### src/rtl/cache_pkg.sv
// Shared cache/coherence-bus definitions: arbiter state encoding and index-width helper.
package cache_pkg;

    typedef enum logic [0:0] {
        e_arb_idle = 1'b0,
        e_arb_busy = 1'b1
    } arb_state_t;

    // Index width for n requesters; never narrower than one bit.
    function automatic int unsigned id_width(input int unsigned n);
        return (n > 1) ? $clog2(n) : 1;
    endfunction

endpackage

### src/rtl/bus_arbiter_rr_pick.sv
// Round-robin pick: first set bit of req at or after ptr, wrapping, via a doubled-vector scan.
module rr_pick
    import cache_pkg::*;
#(
    parameter int unsigned  width_p     = 4,
    localparam int unsigned id_width_lp = id_width(width_p)
) (
    input  logic [width_p-1:0]     req,
    input  logic [id_width_lp-1:0] ptr,
    output logic [width_p-1:0]     gnt,
    output logic [id_width_lp-1:0] idx,
    output logic                   any_v
);

    localparam int unsigned sel_width_lp = $clog2(2 * width_p);

    logic [2*width_p-1:0] dbl;
    int unsigned          off;
    int unsigned          pos;
    logic                 found;

    assign dbl   = {req, req};
    assign any_v = |req;

    // Scanning the doubled vector upward from ptr covers the wrap without a modulo per bit.
    always_comb begin
        off   = 0;
        found = 1'b0;
        for (int unsigned i = 0; i < width_p; i++) begin
            if (dbl[sel_width_lp'(32'(ptr) + i)] && !found) begin
                off   = i;
                found = 1'b1;
            end
        end
        pos = (32'(ptr) + off) % width_p;
        idx = id_width_lp'(pos);
        gnt = any_v ? (width_p'(1) << idx) : '0;
    end

endmodule

### src/rtl/bus_arbiter.sv
// Round-robin coherence-bus arbiter with single-cycle yumi, transaction ownership and timed lock.
module bus_arbiter
    import cache_pkg::*;
#(
    parameter int unsigned  num_caches_p   = 4,
    parameter int unsigned  lock_timeout_p = 8,
    localparam int unsigned id_width_lp    = id_width(num_caches_p)
) (
    input  logic                    clk_i,
    input  logic                    nreset_i,
    input  logic [num_caches_p-1:0] cb_valid_i,
    output logic [num_caches_p-1:0] cb_yumi_o,
    output logic                    grant_v_o,
    output logic [id_width_lp-1:0]  grant_id_o,
    input  logic                    tx_done_i,
    input  logic                    lock_i,
    output logic                    locked_o
);

    localparam int unsigned cnt_width_lp = (lock_timeout_p > 1) ? $clog2(lock_timeout_p) : 1;
    localparam logic [cnt_width_lp-1:0] cnt_last_lp = cnt_width_lp'(lock_timeout_p - 1);
    localparam logic [id_width_lp-1:0]  id_last_lp  = id_width_lp'(num_caches_p - 1);

    arb_state_t                state_r;
    logic [id_width_lp-1:0]    ptr_r;
    logic [id_width_lp-1:0]    owner_r;
    logic                      lock_r;
    logic [id_width_lp-1:0]    lock_id_r;
    logic [cnt_width_lp-1:0]   lock_cnt_r;

    logic [num_caches_p-1:0]   eligible;
    logic [num_caches_p-1:0]   pick_gnt;
    logic [id_width_lp-1:0]    pick_idx;
    logic                      pick_any;
    logic                      idle_go;
    logic [id_width_lp-1:0]    ptr_next;

    // While a lock is held only the locked cache may win.
    assign eligible = lock_r ? (cb_valid_i & (num_caches_p'(1) << lock_id_r)) : cb_valid_i;

    rr_pick #(
        .width_p (num_caches_p)
    ) u_pick (
        .req   (eligible),
        .ptr   (ptr_r),
        .gnt   (pick_gnt),
        .idx   (pick_idx),
        .any_v (pick_any)
    );

    assign idle_go  = (state_r == e_arb_idle) && nreset_i && pick_any;
    assign ptr_next = (owner_r == id_last_lp) ? '0 : owner_r + id_width_lp'(1);

    assign cb_yumi_o  = idle_go ? pick_gnt : '0;
    assign grant_v_o  = (state_r == e_arb_busy);
    assign grant_id_o = grant_v_o ? owner_r : (idle_go ? pick_idx : '0);
    assign locked_o   = lock_r;

    always_ff @(posedge clk_i) begin
        if (!nreset_i) begin
            state_r    <= e_arb_idle;
            ptr_r      <= '0;
            owner_r    <= '0;
            lock_r     <= 1'b0;
            lock_id_r  <= '0;
            lock_cnt_r <= '0;
        end else begin
            case (state_r)
                e_arb_idle: begin
                    if (idle_go) begin
                        state_r    <= e_arb_busy;
                        owner_r    <= pick_idx;
                        lock_r     <= 1'b0;
                        lock_cnt_r <= '0;
                    end else if (lock_r) begin
                        // Locked cache absent: give up after lock_timeout_p idle cycles.
                        if (lock_cnt_r == cnt_last_lp) begin
                            lock_r     <= 1'b0;
                            lock_cnt_r <= '0;
                        end else begin
                            lock_cnt_r <= lock_cnt_r + cnt_width_lp'(1);
                        end
                    end
                end
                e_arb_busy: begin
                    if (tx_done_i) begin
                        state_r <= e_arb_idle;
                        ptr_r   <= ptr_next;
                        if (lock_i) begin
                            lock_r     <= 1'b1;
                            lock_id_r  <= owner_r;
                            lock_cnt_r <= '0;
                        end
                    end
                end
                default: state_r <= e_arb_idle;
            endcase
        end
    end

endmodule

### config.mk
export PLATFORM = sky130hd
export DESIGN_NAME = bus_arbiter
export DESIGN_NICKNAME = d
export VERILOG_FILES = /design/src/rtl/cache_pkg.sv /design/src/rtl/bus_arbiter_rr_pick.sv /design/src/rtl/bus_arbiter.sv
export SDC_FILE = /design/constraint.sdc
export NUM_CORES = 1
export LEC_CHECK = 0
export BUFFER_PORTS_ARGS = -buffer_cell sky130_fd_sc_hd__buf_2
export CAP_MARGIN = 40
export CORE_MARGIN = 1.5
export CORE_UTILIZATION = 35
export DETAILED_ROUTE_END_ITERATION = 7
export PLACE_DENSITY = 0.65
export SLEW_MARGIN = 5
export SYNTH_ARGS = -nofsm -noshare
export SYNTH_HDL_FRONTEND = slang
export SYNTH_SLANG_ARGS = --single-unit
### constraint.sdc
create_clock -name clk_i -period 3 [get_ports clk_i]
set_input_delay 0.15 -clock clk_i [delete_from_list [all_inputs] [get_ports clk_i]]
set_output_delay 0.15 -clock clk_i [all_outputs]
set_load 0.05 [all_outputs]
==> reports/metrics.yaml <==
synthArstFlopShare_pct: 0
outcome: "finished, final reports clean"
clk_pin_slew_ps: 70
start_util_pct: 37.06
crit_path_cell_trace: "nor2b_1 > o21a_1 > mux4_2 > nand2b_1 > o21ai_2 > ha_2 > xor2_2 > xnor2_2 > buf_4 > o21ai_2 > buf_6"
critPathCaptureType: "output port"
total_power_w: 0.0004362
skew_ps: 3.713
rows: 17
antenna_found_initial: 0
area_growth_pct: 25.11
syn_nets: 103
slowest_delay_ps: 480
dieArea_um2: 2618
path_common_cell: "o21ai_2"
cts_setup_buffers: 0
yosysSeqAreaShare_pct: 27.12
maxCapViolations: 0
totalWireLength_um: 1717
holdWs_ps: 183.9
die_w_um: 51.17
ys_types: 34
slew_headroom_pct: 61.77
die_h_um: 51.17
worstMarginPinSlew_ps: 565.5
drc: 0
peakVddDrop_v: 0.0002993
core_area_um2: 2191
grt.overflow.total: 0
drive_gt1_share_pct: 35.19
ant_nets: 0
final_net_count: 122
clockBufferDepth: 2
period_share_pct: 93.33
leakage_nw: 0.4523
ios: 16
diodes: 0
grt_usage_pct: 15.15
hp-class: "input pin to flop"
rsz0062_at_grt: "no"
hold_violations: 0
synth_edf_count: 0
dp_hpwl_um: 1323
ys_seq_elements: 11
crit_fanout: 6
num_vias: 740
synth_area_um2: 812.0
clockRootBuffer: "clkbuf_4"
via_per_inst: 5.441
cts_tree: "built"
synth_area_per_cell_um2: 9.023
fill_cells: 211
synthCells: 90
worstSetupStartpointType: "flop"
routabilityCongestion: 0.7471
arrival_ps: 2650
firstDrtPassIters: 4
numClockSinks: 11
critical_path_class: "flop to output port"
period_needed_ps: 2800
grt_pass1_vias: 709
setup_viol: 0
synth_warnings: 0
clk_latency_ps: 260
fmax_mhz: 357.2
routedWlPerCell_um: 12.63
synth_top_flop_cell: "dfxtp_1"
setup_tns_ps: 0
port-buffer-count: 15
slew_viol_final: 0
drt_first_iter_violations: 28
h-tree-depth: 1
critPathSlowestCell: "mux4_2"
p_per_area_nw_per_um2: 429.4
cts_buffers: 3
cp.required_ps: 2850
grt_first_pass_wirelength_um: 3042
grt_max_degree: 12
[routing by layer]
| layer | share of wire, % | track usage, % | routed length [um] | vias up |
|---|---|---|---|---|
| met5 | 0 | 0 | 0 | - |
| met2 | 46 | 24.03 | 791 | 23 |
| met3 | 5.2 | 2.632 | 90 | 0 |
| met4 | 0 | 5.405 | 0 | 0 |
| met1 | 49 | 20.58 | 835 | 345 |
| li1 | - | - | - | 372 |
[what timing repair did]
item	CTS	global route
hold buffers	0	0
gates resized for setup	3	13
pin swaps	0	1
setup endpoints to repair	1	5
[registers in the layout, summed over array words and instances, names as in the netlist]
signal and flops:
lock_cnt_r 3, lock_id_r 2, owner_r 2, ptr_r 2
grant_v_o 1, locked_o 1
[cells in the final DEF, fill, tap and decap left out, types with 2 or more instances in the layout]
cell,count
a21oi_1,2
nand2b_1,2
o21a_1,2
nand3_1,3
mux4_2,5
o21ai_0,3
buf_2,11
clkbuf_4,4
a22o_1,3
ha_1,4
o21ai_1,3
and3_1,2
buf_6,2
o211a_1,2
buf_4,3
nor2_1,5
nor2b_1,7
nand2_1,10
mux2i_1,2
dfxtp_1,8
o21ai_2,2
dfxtp_2,2
[final timing paths]
check / start / endpoint / slack, ps / depth (start not counted)
setup / recovery: lock_id_r[0] / grant_id_o[1] / 200 / 11
hold reg to reg: lock_cnt_r[1] / lock_cnt_r[1] / 510 / 1
setup reg to reg: lock_id_r[0] / owner_r[1] / 680 / 10
hold / removal: tx_done_i / ptr_r[1] / 180 / 3
[stage by stage]
stage / setup WS (ps) / std cells / cell area, um2 / utilization, %
floorplan: -79.22 / 90 / 827.0 / -
global placement: 330.3 / 132 / 940.9 / 42.95
detailed placement: 262.2 / 132 / 940.9 / 42.95
CTS: 24.20 / 136 / 979.7 / 44.72
global route: 23.60 / 136 / 1016 / 46.37
finish: 200.1 / 136 / 1016 / 46.37
[cell families after synthesis]
kind of cell | count (synthesis) | synth area share, %
and+or+nand+nor | 36 | 23.58
AOI/OAI and AO/OA | 24 | 20.80
DFF | 11 | 27.12
muxes | 7 | 16.33
buffers and inverters | 5 | 2.310
adders and majority gates | 5 | 7.704
xor gates and xnor gates | 2 | 2.158
[power breakdown]
group          total [W]  internal [W]  switching (W)
Sequential      0.000166      0.000153      0.0000130
Combinational   0.000171     0.0000718      0.0000995
Clock          0.0000992     0.0000514      0.0000478
Total           0.000436      0.000276       0.000160
[worst max-delay path: cells and delay by family (launching register included)]
kind / cells / cell delay (ps)
and+or+nand+nor: 2 / 310
DFF: 1 / 360
xor gates and xnor gates: 2 / 300
adders and majority gates: 1 / 200
muxes: 1 / 480
AOI/OAI and AO/OA: 3 / 400
buffers and inverters: 2 / 340
[synth_stat cells (2+ instances only)]
cell type   n  area share (%)
o21ai_1     5             3.1
nor2_1      5             2.3
o21a_1      2             1.8
mux2i_1     2             2.5
nand2b_1    2             1.5
and3_1      2             1.5
nor2b_1     7             5.4
clkbuf_1    3             1.4
nand3_1     3             1.8
mux4_2      5              14
ha_1        5             7.7
o211a_1     2             2.5
a22o_1      3             3.2
a21oi_1     2             1.2
nand2_1    10             4.6
a21boi_1    2             1.8
dfxtp_1    11              27
o21ai_0     3             1.8
[final cells by class]
class                           count  area, um2  share of cell area (%)
Multi-Input combinational cell     74      613.1                   60.35
Sequential cell                    11      226.5                   22.29
Timing Repair Buffer               17      107.6                   10.59
Tap cell                           28      35.03                   3.448
Clock buffer                        4      26.28                   2.586
Inverter                            2      7.507                  0.7389
Power figures use the tool's default switching activity.
